**src/rtl/alu_core_if.sv**
```systemverilog
// rtl/alu_core_if.sv - operand/result bundle between the decode stage and the ALU
//
// Purpose: carries the opcode, both register-file operands and the immediate
//          to the ALU, and its combinational result, flags and carry back.
// Signals:
//    Operand    opcode (4 bits)
//    ReadA      register-file operand A (W bits)
//    ReadB      register-file operand B (W bits)
//    Immediate  instruction immediate (5 bits)
//    Output     combinational result (W bits)
//    Zero       Output == 0
//    Equal      ReadA == ReadB
//    CarryFlag  registered carry/borrow flag
// Modports: master drives the operands (decode side), slave is the ALU.

interface alu_core_if #(
   parameter int W = 8
);
   logic [3:0]   Operand;
   logic [W-1:0] ReadA;
   logic [W-1:0] ReadB;
   logic [4:0]   Immediate;
   logic [W-1:0] Output;
   logic         Zero;
   logic         Equal;
   logic         CarryFlag;

   modport master (
      output Operand, ReadA, ReadB, Immediate,
      input  Output, Zero, Equal, CarryFlag
   );

   modport slave (
      input  Operand, ReadA, ReadB, Immediate,
      output Output, Zero, Equal, CarryFlag
   );
endinterface

```
**src/rtl/alu_core.sv**
```systemverilog
// rtl/alu_core.sv - single-cycle CPU datapath ALU with a registered carry flag
//
// Purpose: computes Output from ReadA, ReadB and Immediate under a 4-bit
//          opcode. Output, Zero and Equal are combinational; only the carry
//          flag is clocked, and it feeds ADC, RLC and RRC.
// Ports:
//    Clk    system clock, carry flag updates on the rising edge
//    Reset  synchronous active-high, clears the carry flag only
//    bus    alu_core_if slave: Operand, ReadA, ReadB, Immediate in;
//           Output, Zero, Equal, CarryFlag out

module alu_core #(
   parameter int W = 8
) (
   input  logic       Clk,
   input  logic       Reset,
   alu_core_if.slave  bus
);

   typedef enum logic [3:0] {
      OP_ADD  = 4'd0,  OP_SUB  = 4'd1,  OP_AND  = 4'd2,  OP_OR   = 4'd3,
      OP_XOR  = 4'd4,  OP_NOT  = 4'd5,  OP_SLL  = 4'd6,  OP_SRL  = 4'd7,
      OP_SRA  = 4'd8,  OP_ADDI = 4'd9,  OP_ADC  = 4'd10, OP_RLC  = 4'd11,
      OP_RRC  = 4'd12, OP_PASSB = 4'd13, OP_LDI = 4'd14, OP_CMP  = 4'd15
   } op_e;

   logic         carry_q, carry_d;
   logic [W-1:0] a, b, imm, result;
   logic [2:0]   sh;
   logic [W:0]   sum_ab, diff_ab, sum_ai, sum_adc;
   logic [W:0]   shl_ext, shr_ext;
   logic         carry_out;

   always_comb begin
      a   = bus.ReadA;
      b   = bus.ReadB;
      imm = W'(bus.Immediate);
      sh  = bus.Immediate[2:0];

      sum_ab  = {1'b0, a} + {1'b0, b};
      diff_ab = {1'b0, a} - {1'b0, b};
      sum_ai  = {1'b0, a} + {1'b0, imm};
      sum_adc = sum_ab + {{W{1'b0}}, carry_q};

      // One guard bit beyond each end catches the last bit shifted out;
      // with sh == 0 the guard bit stays 0, giving carry-out 0.
      shl_ext = {1'b0, a} << sh;
      shr_ext = {a, 1'b0} >> sh;

      result    = '0;
      carry_out = carry_q;   // ops that do not touch the flag hold it

      case (bus.Operand)
         OP_ADD:   begin result = sum_ab[W-1:0];  carry_out = sum_ab[W];   end
         OP_SUB:   begin result = diff_ab[W-1:0]; carry_out = ~diff_ab[W]; end
         OP_AND:   result = a & b;
         OP_OR:    result = a | b;
         OP_XOR:   result = a ^ b;
         OP_NOT:   result = ~a;
         OP_SLL:   begin result = shl_ext[W-1:0]; carry_out = shl_ext[W];  end
         OP_SRL:   begin result = shr_ext[W:1];   carry_out = shr_ext[0];  end
         OP_SRA:   begin result = $signed(a) >>> sh; carry_out = shr_ext[0]; end
         OP_ADDI:  begin result = sum_ai[W-1:0];  carry_out = sum_ai[W];   end
         OP_ADC:   begin result = sum_adc[W-1:0]; carry_out = sum_adc[W];  end
         OP_RLC:   begin result = {a[W-2:0], carry_q}; carry_out = a[W-1]; end
         OP_RRC:   begin result = {carry_q, a[W-1:1]}; carry_out = a[0];   end
         OP_PASSB: result = b;
         OP_LDI:   result = imm;
         // CMP reports A on the result so Zero tests A; the flag gets no-borrow
         OP_CMP:   begin result = a;              carry_out = ~diff_ab[W]; end
         default:  begin result = '0;             carry_out = carry_q;     end
      endcase

      carry_d = Reset ? 1'b0 : carry_out;
   end

   always_ff @(posedge Clk) begin
      carry_q <= carry_d;
   end

   assign bus.Output    = result;
   assign bus.Zero      = (result == '0);
   assign bus.Equal     = (a == b);
   assign bus.CarryFlag = carry_q;

endmodule

```
**src/flat_wrapper.sv**
```systemverilog
// flat-port wrapper written by rule: the top's interface ports become plain ports
module alu_core_flat 
#(
   parameter int W = 8
)
  (Clk, Reset, bus_Operand, bus_ReadA, bus_ReadB, bus_Immediate, bus_Output, bus_Zero, bus_Equal, bus_CarryFlag);
  alu_core_if #(.W(W)) bus_i ();
  input  logic Clk;
  input  logic Reset;
  input wire logic [$bits(bus_i.Operand)-1:0] bus_Operand;
  input wire logic [$bits(bus_i.ReadA)-1:0] bus_ReadA;
  input wire logic [$bits(bus_i.ReadB)-1:0] bus_ReadB;
  input wire logic [$bits(bus_i.Immediate)-1:0] bus_Immediate;
  output wire logic [$bits(bus_i.Output)-1:0] bus_Output;
  output wire logic [$bits(bus_i.Zero)-1:0] bus_Zero;
  output wire logic [$bits(bus_i.Equal)-1:0] bus_Equal;
  output wire logic [$bits(bus_i.CarryFlag)-1:0] bus_CarryFlag;
  assign bus_i.Operand = bus_Operand;
  assign bus_i.ReadA = bus_ReadA;
  assign bus_i.ReadB = bus_ReadB;
  assign bus_i.Immediate = bus_Immediate;
  assign bus_Output = bus_i.Output;
  assign bus_Zero = bus_i.Zero;
  assign bus_Equal = bus_i.Equal;
  assign bus_CarryFlag = bus_i.CarryFlag;
  alu_core #(.W(W)) u_core (.Clk(Clk), .Reset(Reset), .bus(bus_i));
endmodule
```
**config.mk**
```make
export PLATFORM = sky130hd
export DESIGN_NAME = alu_core_flat
export DESIGN_NICKNAME = d
export VERILOG_FILES = /design/src/rtl/alu_core_if.sv /design/src/rtl/alu_core.sv /design/src/flat_wrapper.sv
export SDC_FILE = /design/constraint.sdc
export NUM_CORES = 1
export LEC_CHECK = 0
export BUFFER_PORTS_ARGS = -buffer_cell sky130_fd_sc_hd__buf_2
export CAP_MARGIN = 10
export CORE_ASPECT_RATIO = 0.75
export CORE_MARGIN = 2
export CORE_UTILIZATION = 55
export CTS_CLUSTER_SIZE = 28
export DETAILED_ROUTE_END_ITERATION = 7
export HOLD_SLACK_MARGIN = 0.02
export PLACE_DENSITY = 0.83
export SLEW_MARGIN = 15
export SYNTH_ARGS = -nofsm -noshare
export SYNTH_HDL_FRONTEND = slang
export SYNTH_SLANG_ARGS = --single-unit
```
**constraint.sdc**
```tcl
create_clock -name Clk -period 2.4 [get_ports Clk]
set_input_delay 0 -clock Clk [delete_from_list [all_inputs] [get_ports Clk]]
set_output_delay 0 -clock Clk [all_outputs]
set_load 0.05 [all_outputs]
```
# ---- Yosys cells after proc, flatten, opt, wreduce, memory -nomap -nowiden
# Index checks and enable logic that the tools add are counted.
dict set report totals {
  reg_bits 1
  in_bits 27
}
dict set report op_classes {
  add_sub_neg 4
  n_eq_ne 16
  shift 3
  muxes 2
  bitwise 5
  n_reduce_logical 5
}
# cell n
set ops {}
lappend ops {{8-bit one-hot mux with 16 select lines} 1}
lappend ops {{4-bit equality test, second input constant} 8}
lappend ops {{4-bit by 3-bit equality test with 1-bit output, second input constant} 4}
lappend ops {{8-bit by 5-bit adder with 9-bit output} 1}
lappend ops {{8-bit by 8-bit adder with 9-bit output} 1}
lappend ops {{9-bit by 1-bit adder with 9-bit output} 1}
lappend ops {{8-bit by 3-bit left shift with 9-bit output} 1}
lappend ops {{9-bit by 3-bit >> shifter with 9-bit output} 1}
lappend ops {{8-bit by 8-bit subtractor with 9-bit output} 1}
lappend ops {{8-bit AND} 1}
lappend ops {{4-bit by 2-bit equality test with 1-bit output, second input constant} 2}
lappend ops {{8-bit equality test} 1}
lappend ops {{8-bit zero test} 1}
lappend ops {{8-bit inverter} 1}
lappend ops {{8-bit bitwise OR} 1}
lappend ops {{1-bit one-hot mux with 8 select lines} 1}
lappend ops {{8-bit nonzero test} 1}
lappend ops {{8-bit by 3-bit >>> shifter with 8-bit output} 1}
lappend ops {{8-bit XOR} 1}
lappend ops {{4-bit by 1-bit equality test with 1-bit output, second input constant} 1}
lappend ops {{4-bit zero test} 1}
lappend ops {{2-bit OR reduction} 2}
lappend ops {{1-bit inverter} 1}

# ---- Logic depth before layout (Yosys ltp)
# Gate-level depths: netlist (run 1).
dict set report depth {
  word_depth 4
  ltp_mapped 12
  mapped_depth_nobuf 12
}

# ---- Worst setup path after synthesis (run 1)
# OpenSTA, ideal clock, no wires.
dict set report synth_path {
  path_kind {flip-flop to output port}
  start {register u_core.carry_q (netlist: u_core.bus.CarryFlag)}
  end {output bus_Zero}
  arrival_ps 3704
  slack_ps -1304
  path_stages_with_launch 11
  path_buffers 0
  path_cell_list {dfxtp_1 ha_1 ha_1 mux2_2 a32oi_1 nor2_1 a2111oi_0 a31oi_1 nor3_1 o211ai_1 nor4_2}
}
dict set report synth_between {
  elab_chain_cells 3
}
# item line_no
set synth_lines {}
lappend synth_lines {{start: declaration} alu_core.sv:27} ;# logic carry_q, carry_d;
lappend synth_lines {{start signal: assignment} alu_core.sv:78} ;# carry_q <= carry_d;
lappend synth_lines {{9-bit by 1-bit adder with 9-bit output} alu_core.sv:43} ;# sum_adc = sum_ab + {{W{1'b0}}, carry_q};
lappend synth_lines {{8-bit one-hot mux with 16 select lines} alu_core.sv:53} ;# case (bus.Operand)
lappend synth_lines {{named net bus_Output[1]} flat_wrapper.sv:14} ;# output wire logic [$bits(bus_i.Output)-1:0] bus_Output;
lappend synth_lines {{8-bit zero test} alu_core.sv:82} ;# assign bus.Zero = (result == '0);
lappend synth_lines {{end: declaration} flat_wrapper.sv:15} ;# output wire logic [$bits(bus_i.Zero)-1:0] bus_Zero;
# The timed path passes the listed nets, and every way through them passes these cells.

# ---- Final worst setup path (run 1)
dict set report layout_path {
  start {input bus_ReadA[0]}
  end {output bus_Zero}
}
dict set report layout_between {
  elab_chain_cells 4
  elab_cells_between_ends 13
  cone_classes {4 x add/sub; 3 x shift; 1 x mux; 4 x bitwise; 1 x reduce/logical}
}
# item line_no
set layout_lines {}
lappend layout_lines {{start: declaration} flat_wrapper.sv:11} ;# input wire logic [$bits(bus_i.ReadA)-1:0] bus_ReadA;
lappend layout_lines {{8-bit by 8-bit adder with 9-bit output} alu_core.sv:40} ;# sum_ab = {1'b0, a} + {1'b0, b};
lappend layout_lines {{9-bit by 1-bit adder with 9-bit output} alu_core.sv:43}
lappend layout_lines {{8-bit one-hot mux with 16 select lines *} alu_core.sv:53}
lappend layout_lines {{8-bit zero test *} alu_core.sv:82}
# Mark *: on every way between the ends. The rest lies on a longest branch, timed or not.

==> results.toml, run 1 <==
[route]
vias = 4697
wl_per_cell_um = 23.4
drc_errors = 0
drt-total-wl_um = 15300
drtIter0Drc = 882
via_per_inst = 7.18
drtPass1Iterations = 8
ant_nets = 0

[pwr]
clkPwrFrac_pct = 0
seqPwrFrac_pct = 1.6
powerDensity_nw_per_um2 = 278
ir_drop_v = 0.000231
p_sw_share_pct = 56.4
p_int_mw = 0.569
combPwrFrac_pct = 98.4
finalPower_mw = 1.31
p_switching_mw = 0.737
p_leak_nw = 2.08

[worst_setup_path]
critical_path_arrival_ps = 2640
cp-startpoint = "bus_ReadA[0]"
path_class = "primary input to primary output"
worstReg2RegStart = "u_core.bus.CarryFlag"
critPathLaunchType = "primary input"
rr_worst_depth = 10
rr_endpoint = "u_core.bus.CarryFlag"
cp_data_required_time_ps = 2400
critPathCaptureType = "primary output"
path_max_fanout = 9
rrSetupSlack_ps = 450

[synthesis]
synth.avg_cell_area_um2 = 7.20
synth_top_cell_area_share_pct = 12.2
syn-instance-count = 457
yosysUniqueCellTypes = 77
ys.flop_type = "dfxtp_1"
synthesis.nets = 519
ys_seq_area_share_pct = 0.609
synth_area_um2 = 3290
synth_common_cells = "nor2_1, ha_1, inv_1"
ys_ff_latch = 1
yosysMostFrequentCell = "nor2_1"
synth_top_cell_by_area = "ha_1"
synth_area_leaders = "ha_1, mux4_2, o21ai_0"
synth_edf_count = 0
ys_async_sr_fraction_pct = 0
yosysWarnings = 0

[clock_network]
cts-hold-fix-buffers = 0
path_clk_slew_ps = 0
clkLatencyLatePin_ps = 0

[hold_path]
holdPathEnd = "u_core.bus.CarryFlag"
hold_path.class = "primary input to flop"
min_from = "Reset"
whs_path_depth = 2

[cells_and_area]
num_antenna_cells = 0
final_design_area_no_fill_um2 = 4690
fin_util_pct = 81.0
drive_above_1_share_pct = 41.0
largest_reg_flops = 1
nets = 640
fill_cells = 363
instances_no_fill = 654
regArea_um2 = 23.8
multi_input_comb_area_um2 = 3220
syn_to_final_growth_pct = 42.7

[timing]
fin_tns_setup_ps = -374
setup_violations = 5
hold_slack_ps = 177
hold_viol_final = 0
fmax_mhz = 378
worst_slack_ps = -242
slew_headroom_pct = 67.1
tightest_slew_ps = 491
drv_slew = 0
rsz0062_at_grt = "yes"
fin_crit_ps = 2640
period_share_pct = 110
skew_ps = 0

[floorplanning]
core_um2 = 5800
pin_count = 38
start_util_pct = 56.7
die_w_um = 93.3
fp.dieArea_um2 = 6620
chipHeight_um = 71.0
rows = 24

[placed_design]
dp.cells = 650
io_buffers = 37
place_ws_ps = -517
placed_area_um2 = 4340
hpwl_um = 11300
place_congestion = 0.993

[grt]
grt_overflow_total = 0
grtUsageTotal_pct = 43.6
grt_pass1_wl_um = 22800
grt_pass1_vias = 4325
antenna_found_initial = 0
grt_max_degree = 19

[outcome]
status = "finished with violations"
violations = "setup timing"

[flow_run]
cap_violations = 0
power groups by stage:
stage | Clock [mW] | Combinational [mW] | Sequential (mW)
after floorplan | 0 | 0.647 | 0.0290
after global placement | 0 | 1.05 | 0.0203
after detailed placement | 0 | 1.08 | 0.0205
after CTS | 0 | 1.14 | 0.0205
after global routing | 0 | 1.33 | 0.0207
final | 0 | 1.29 | 0.0206
metal layers:
metal / up-vias / wire length, µm / track usage, %
li1: 1967 / - / -
met4: 0 / 973 / 11.9
met5: - / 0 / 0
met1: 2116 / 5570 / 61.0
met3: 130 / 2350 / 6.60
met2: 484 / 6430 / 70.2
cells in the final DEF, fill, tap and decap left out, types with 6 or more instances in the layout:
cell and count:
ha_1 24, buf_2 29, inv_1 28, ha_4 6
nor2_1 32, nand3_1 15, nand2b_1 10, and2_1 6
o211ai_1 8, a21o_1 8, and3_1 6, mux4_2 9
mux2i_1 13, a21oi_1 22, xnor2_1 7, nor3_1 10
nand2_1 25, nor2b_1 9, a31oi_1 7, o21ai_0 25
buf_4 120
cell families after synthesis:
| group | count (synthesis) | synth area share, % |
|---|---|---|
| AO/OA/AOI/OAI | 151 | 33.0 |
| XOR/XNOR | 15 | 4.22 |
| adder cells (fa/ha/maj) | 35 | 14.0 |
| buffers and inverters | 74 | 10.9 |
| flip-flops | 1 | 0.609 |
| multiplexers | 26 | 11.6 |
| AND/OR/NAND/NOR | 155 | 25.7 |
timing repair:
action,in CTS,in global routing
endpoints found under the setup margin,5,7
resized for setup,32,42
setup buffers,1,3
pin swaps,25,16
worst max path at each step:
| stage | end | cells after the start | slack [ps] |
|---|---|---|---|
| finish | bus_Zero | 13 | -240 |
| global route | bus_Zero | 13 | -290 |
| CTS | bus_Zero | 13 | -270 |
| detailed placement | bus_Zero | 13 | -520 |
| global placement | bus_Zero | 13 | -410 |
| floorplan | bus_Zero | 11 | -850 |
layout make-up:
cell class | instances | share of cell area [%]
sequential | 1 | 0.507
timing repair buffer | 161 | 26.2
tap | 78 | 2.08
multi-input combinational | 382 | 68.6
inverter | 32 | 2.61
critical path, stage by stage:
cell and delay, ps:
buf_8 100, buf_4 170, ha_1 220, fa_2 380
a21o_1 200, a221oi_2 240, xnor2_1 120, a21oi_1 160
and2_1 200, o21ai_1 110, o211a_1 250, nor4_2 250
buf_4 240
(Power assumes the default switching activity.)
==> run 2, diff against run 1 <==
--- a/constraint.sdc
+++ b/constraint.sdc
@@ -3,2 +3,2 @@
 set_output_delay 0 -clock Clk [all_outputs]
-set_load 0.05 [all_outputs]
+set_load 0.02 [all_outputs]
==> run 2 against run 1 <==
The flow still finishes with violations (setup timing). Total power down 2.3%. First-iteration DRC count down 20%. Register-to-register slack worse by 390 ps. Utilization down 2.1 points. Sequential power up 14%. Clock skew unchanged. Setup slack worse by 120 ps. Largest power group unchanged.
==> results.toml, run 2 (same netlist as run 1, synthesis figures left out) <==
[outcome]
status = "finished with violations"
violations = "setup timing"

[timing]
fmax_mhz = 363
rsz0062_at_grt = "yes"
tightest_slew_ps = 505
setup_violations = 6
slew_headroom_pct = 66.2
worst_slack_ps = -358
fin_crit_ps = 2760
hold_viol_final = 0
period_share_pct = 115
skew_ps = 0
drv_slew = 0

[cells_and_area]
final_cell_mix = "buf_4, nor2_1, buf_2"
layout_commonest_cell = "buf_4"
nets = 632
regArea_um2 = 21.3
num_antenna_cells = 0
syn_to_final_growth_pct = 39.1
drive_above_1_share_pct = 38.9
multi_input_comb_area_um2 = 3190
largest_reg_flops = 1
fill_cells = 396

[floorplanning]
fp.dieArea_um2 = 6620
start_util_pct = 56.7
die_w_um = 93.3
pin_count = 38
rows = 24
chipHeight_um = 71.0
core_um2 = 5800

[worst_setup_path]
cp_data_required_time_ps = 2400
rrSetupSlack_ps = 60
crit_path_top_delay_cell = "fa_2"
rr_endpoint = "u_core.bus.CarryFlag"
path_delay_family = "adder cells"
worstReg2RegStart = "u_core.bus.CarryFlag"
path_buf_inv = 2
critPathMaxStageDelay_ps = 620
path_max_fanout = 3
path_class = "primary input to primary output"
critical_path_arrival_ps = 2760
critPathLaunchType = "primary input"
cp-startpoint = "bus_ReadB[0]"
worstPathCellList = "buf_8, ha_4, fa_2, ha_4, mux2_4, a32oi_2, nor2_1, a2111oi_2, a31oi_1, nor3_1, o211ai_1, nor4_4, buf_4"
critPathCaptureType = "primary output"
rr_worst_depth = 10
crit_top_cell = "ha_4"

[pwr]
p_switching_mw = 0.701
p_sw_share_pct = 55.0
clkPwrFrac_pct = 0
powerDensity_nw_per_um2 = 279
combPwrFrac_pct = 98.2
p_leak_nw = 2.04
finalPower_mw = 1.28
p_int_mw = 0.574
ir_drop_v = 0.000226
seqPwrFrac_pct = 1.8

[grt]
grt_max_degree = 26
antenna_found_initial = 0
grt_pass1_vias = 4007
grtUsageTotal_pct = 42.5
grt_overflow_total = 0
grt_pass1_wl_um = 21900

[placed_design]
io_buffers = 37
place_congestion = 1.07
hpwl_um = 11100
place_ws_ps = -429

[route]
ant_nets = 0
drtIter0Drc = 704
drc_errors = 0
vias = 4672
drt-total-wl_um = 16200
drtPass1Iterations = 5
via_per_inst = 7.23
wl_per_cell_um = 25.2

[hold_path]
min_from = "Reset"
whs_path_depth = 2
hold_path.class = "primary input to flop"
holdPathEnd = "u_core.bus.CarryFlag"

[clock_network]
clkLatencyLatePin_ps = 0
cts-hold-fix-buffers = 0
path_clk_slew_ps = 0

[flow_run]
cap_violations = 0
## run 2: how the worst max path moves through the flow
stage	end	slack, ps	cells after the start
final	bus_Zero	-360	13
after detailed placement	bus_Zero	-430	13
after global routing	bus_Zero	-480	17
after global placement	bus_Zero	-360	13
after floorplan	bus_Zero	-240	11
after CTS	bus_Zero	-220	17
## run 2: per-stage QoR
| step | utilization (%) | instance area [µm²] | hold slack, ps | TNS (ps) | cells |
|---|---|---|---|---|---|
| final | 78.9 | 4570 | 162 | -1150 | 646 |
| after global routing | 78.9 | 4570 | 160 | -1550 | 646 |
| after CTS | 73.8 | 4280 | 158 | -274 | 638 |
| after detailed placement | 71.4 | 4140 | 160 | -954 | 633 |
| after global placement | 71.4 | 4140 | 151 | -733 | 633 |
| after floorplan | - | 3310 | 64.7 | -235 | 457 |
## run 2: layout make-up
cell class / instances / area share [%]
Multi-Input combinational cell: 382 / 69.8
Tap cell: 78 / 2.13
Sequential cell: 1 / 0.465
Timing Repair Buffer: 153 / 24.9
Inverter: 32 / 2.68
## run 2: routing by layer
metal,global-route usage (%),share of wire (%),vias to the layer above
met2,61.6,42,478
met5,0,0,-
li1,-,-,1952
met3,11.5,15,114
met1,62.3,37,2128
met4,10.6,5.2,0
## run 2: what timing repair did
| item | 4_1_cts | 5_1_grt |
|---|---|---|
| cloned | 0 | 0 |
| buffers inserted | 5 | 11 |
| pin swaps | 18 | 25 |
| hold endpoints to repair | 0 | 0 |
| resized for setup | 26 | 50 |
| endpoints found under the setup margin | 6 | 7 |
## run 2: power by group through the flow
| stage | Combinational (mW) | Clock [mW] | Sequential [mW] |
|---|---|---|---|
| 6_report | 1.25 | 0 | 0.0234 |
| 3_3_place_gp | 0.944 | 0 | 0.0222 |
| 5_1_grt | 1.29 | 0 | 0.0229 |
| 3_5_place_dp | 0.968 | 0 | 0.0221 |
| 4_1_cts | 1.02 | 0 | 0.0222 |
| 2_1_floorplan | 0.584 | 0 | 0.0244 |
==> run 3, diff against run 2 <==
CTS_CLUSTER_DIAMETER = 40   (was unset)
PLACE_DENSITY = 0.8   (was 0.83)
clock period = 3 ns   (was 2.4 ns; I/O delays follow)
==> run 3 against run 2 <==
The run now ends clean. Total power fell by 46%. Combinational power fell by 46%. Via count fell by 17%. Critical endpoint unchanged.
==> results.toml, run 3 (same netlist as run 1, synthesis figures left out) <==
[floorplanning]
die_w_um = 93.3
core_um2 = 5800
rows = 24
pin_count = 38
start_util_pct = 56.7
fp.dieArea_um2 = 6620
chipHeight_um = 71.0

[pwr]
p_leak_nw = 1.48
p_int_mw = 0.274
powerDensity_nw_per_um2 = 198
p_switching_mw = 0.416
combPwrFrac_pct = 97.7
seqPwrFrac_pct = 2.3
finalPower_mw = 0.690
p_sw_share_pct = 60.3
ir_drop_v = 0.0000966
clkPwrFrac_pct = 0

[route]
ant_nets = 0
wl_per_cell_um = 21.6
vias = 3887
via_per_inst = 7.07
drc_errors = 0
drtPass1Iterations = 6
drtIter0Drc = 663
drt-total-wl_um = 11900

[worst_setup_path]
path_max_fanout = 4
critPathLaunchType = "primary input"
critPathMaxStageDelay_ps = 510
crit_top_cell = "ha_1"
cp-startpoint = "bus_ReadB[0]"
cp_data_required_time_ps = 3000
critPathCaptureType = "primary output"
worstPathCellList = "buf_2, ha_1, fa_1, ha_1, mux2_2, a32oi_1, nor2_1, a2111oi_2, a31oi_1, nor3_1, o211ai_1, nor4_2, buf_4"
worstReg2RegStart = "u_core.bus.CarryFlag"
path_class = "primary input to primary output"
critical_path_arrival_ps = 2800
crit_path_top_delay_cell = "fa_1"

[timing]
period_share_pct = 93.2
hold_viol_final = 0
skew_ps = 0
tightest_slew_ps = 537
slew_headroom_pct = 63.8
fin_crit_ps = 2800
fin_tns_setup_ps = 0
drv_slew = 0
setup_violations = 0
fmax_mhz = 358
rsz0062_at_grt = "no"

[clock_network]
path_clk_slew_ps = 0
cts-hold-fix-buffers = 0
clkLatencyLatePin_ps = 0

[cells_and_area]
drive_above_1_share_pct = 18.6
regArea_um2 = 20.0
num_antenna_cells = 0
syn_to_final_growth_pct = 6.16
fill_cells = 580
final_cell_mix = "buf_2, nor2_1, ha_1"
multi_input_comb_area_um2 = 2920
layout_commonest_cell = "buf_2"
nets = 536
largest_reg_flops = 1

[grt]
grt_overflow_total = 0
grt_pass1_wl_um = 18400
grt_max_degree = 27
antenna_found_initial = 0
grtUsageTotal_pct = 35.0
grt_pass1_vias = 3383

[hold_path]
min_from = "Reset"
hold_path.class = "primary input to flop"

[flow_run]
cap_violations = 0

[placed_design]
io_buffers = 37
place_congestion = 0.993
hpwl_um = 9240

[outcome]
status = "complete, no violations"
run 3: changes by cell type in the layout (fill, tap and decap cells not counted), sizes merged:
| cell | before | now |
|---|---|---|
| buf | 153 | 57 |
run 3: layer usage:
| metal | wire length (µm) | part of all wire [%] | global-route usage [%] |
|---|---|---|---|
| met1 | 5140 | 43 | 55.0 |
| met2 | 4820 | 41 | 48.8 |
| met3 | 1680 | 14 | 6.92 |
| met4 | 224 | 1.9 | 7.19 |
| met5 | 0 | 0 | 0 |
run 3: per-stage QoR:
stage / setup WS, ps / instances / hold slack (ps) / instance area (µm²) / util [%]
floorplan: 212 / 457 / 72.1 / 3290 / -
detailed placement: 109 / 549 / 185 / 3470 / 60.0
global placement: 178 / 549 / 186 / 3470 / 60.0
finish: 204 / 550 / 184 / 3490 / 60.2
global route: 27.8 / 550 / 192 / 3490 / 60.2
CTS: 110 / 549 / 185 / 3470 / 60.0
run 3: power groups by stage:
stage	combinational [mW]	clock, mW	sequential [mW]
4_1_cts	0.646	0	0.0161
3_3_place_gp	0.630	0	0.0160
6_report	0.674	0	0.0161
3_5_place_dp	0.643	0	0.0161
2_1_floorplan	0.463	0	0.0192
5_1_grt	0.721	0	0.0164
run 3: worst paths after layout:
| check | end | slack, ps | cells past startpoint |
|---|---|---|---|
| max | bus_Zero | 200 | 13 |
| min | u_core.bus.CarryFlag | 180 | 2 |
| max reg2reg | u_core.bus.CarryFlag | 990 | 8 |
| min reg2reg | u_core.bus.CarryFlag | 710 | 3 |
run 3: repair_timing:
action                                  in CTS  in global routing
buffers inserted                             0                  1
hold endpoints to repair                     0                  0
endpoints found under the setup margin       0                  1
resized for setup                            0                  3
run 3: layout make-up:
class | count | share of cell area [%]
Timing Repair Buffer | 57 | 9.68
Tap cell | 78 | 2.80
Multi-Input combinational cell | 382 | 83.5
Inverter | 32 | 3.44
Sequential cell | 1 | 0.573
run 3: critical path, delay by kind of cell:
family,cells,cell delay [ps]
and+or+nand+nor,3,430
muxes,1,260
AOI/OAI and AO/OA,4,710
adders and majority gates,3,1080
buffers and inverters,2,300
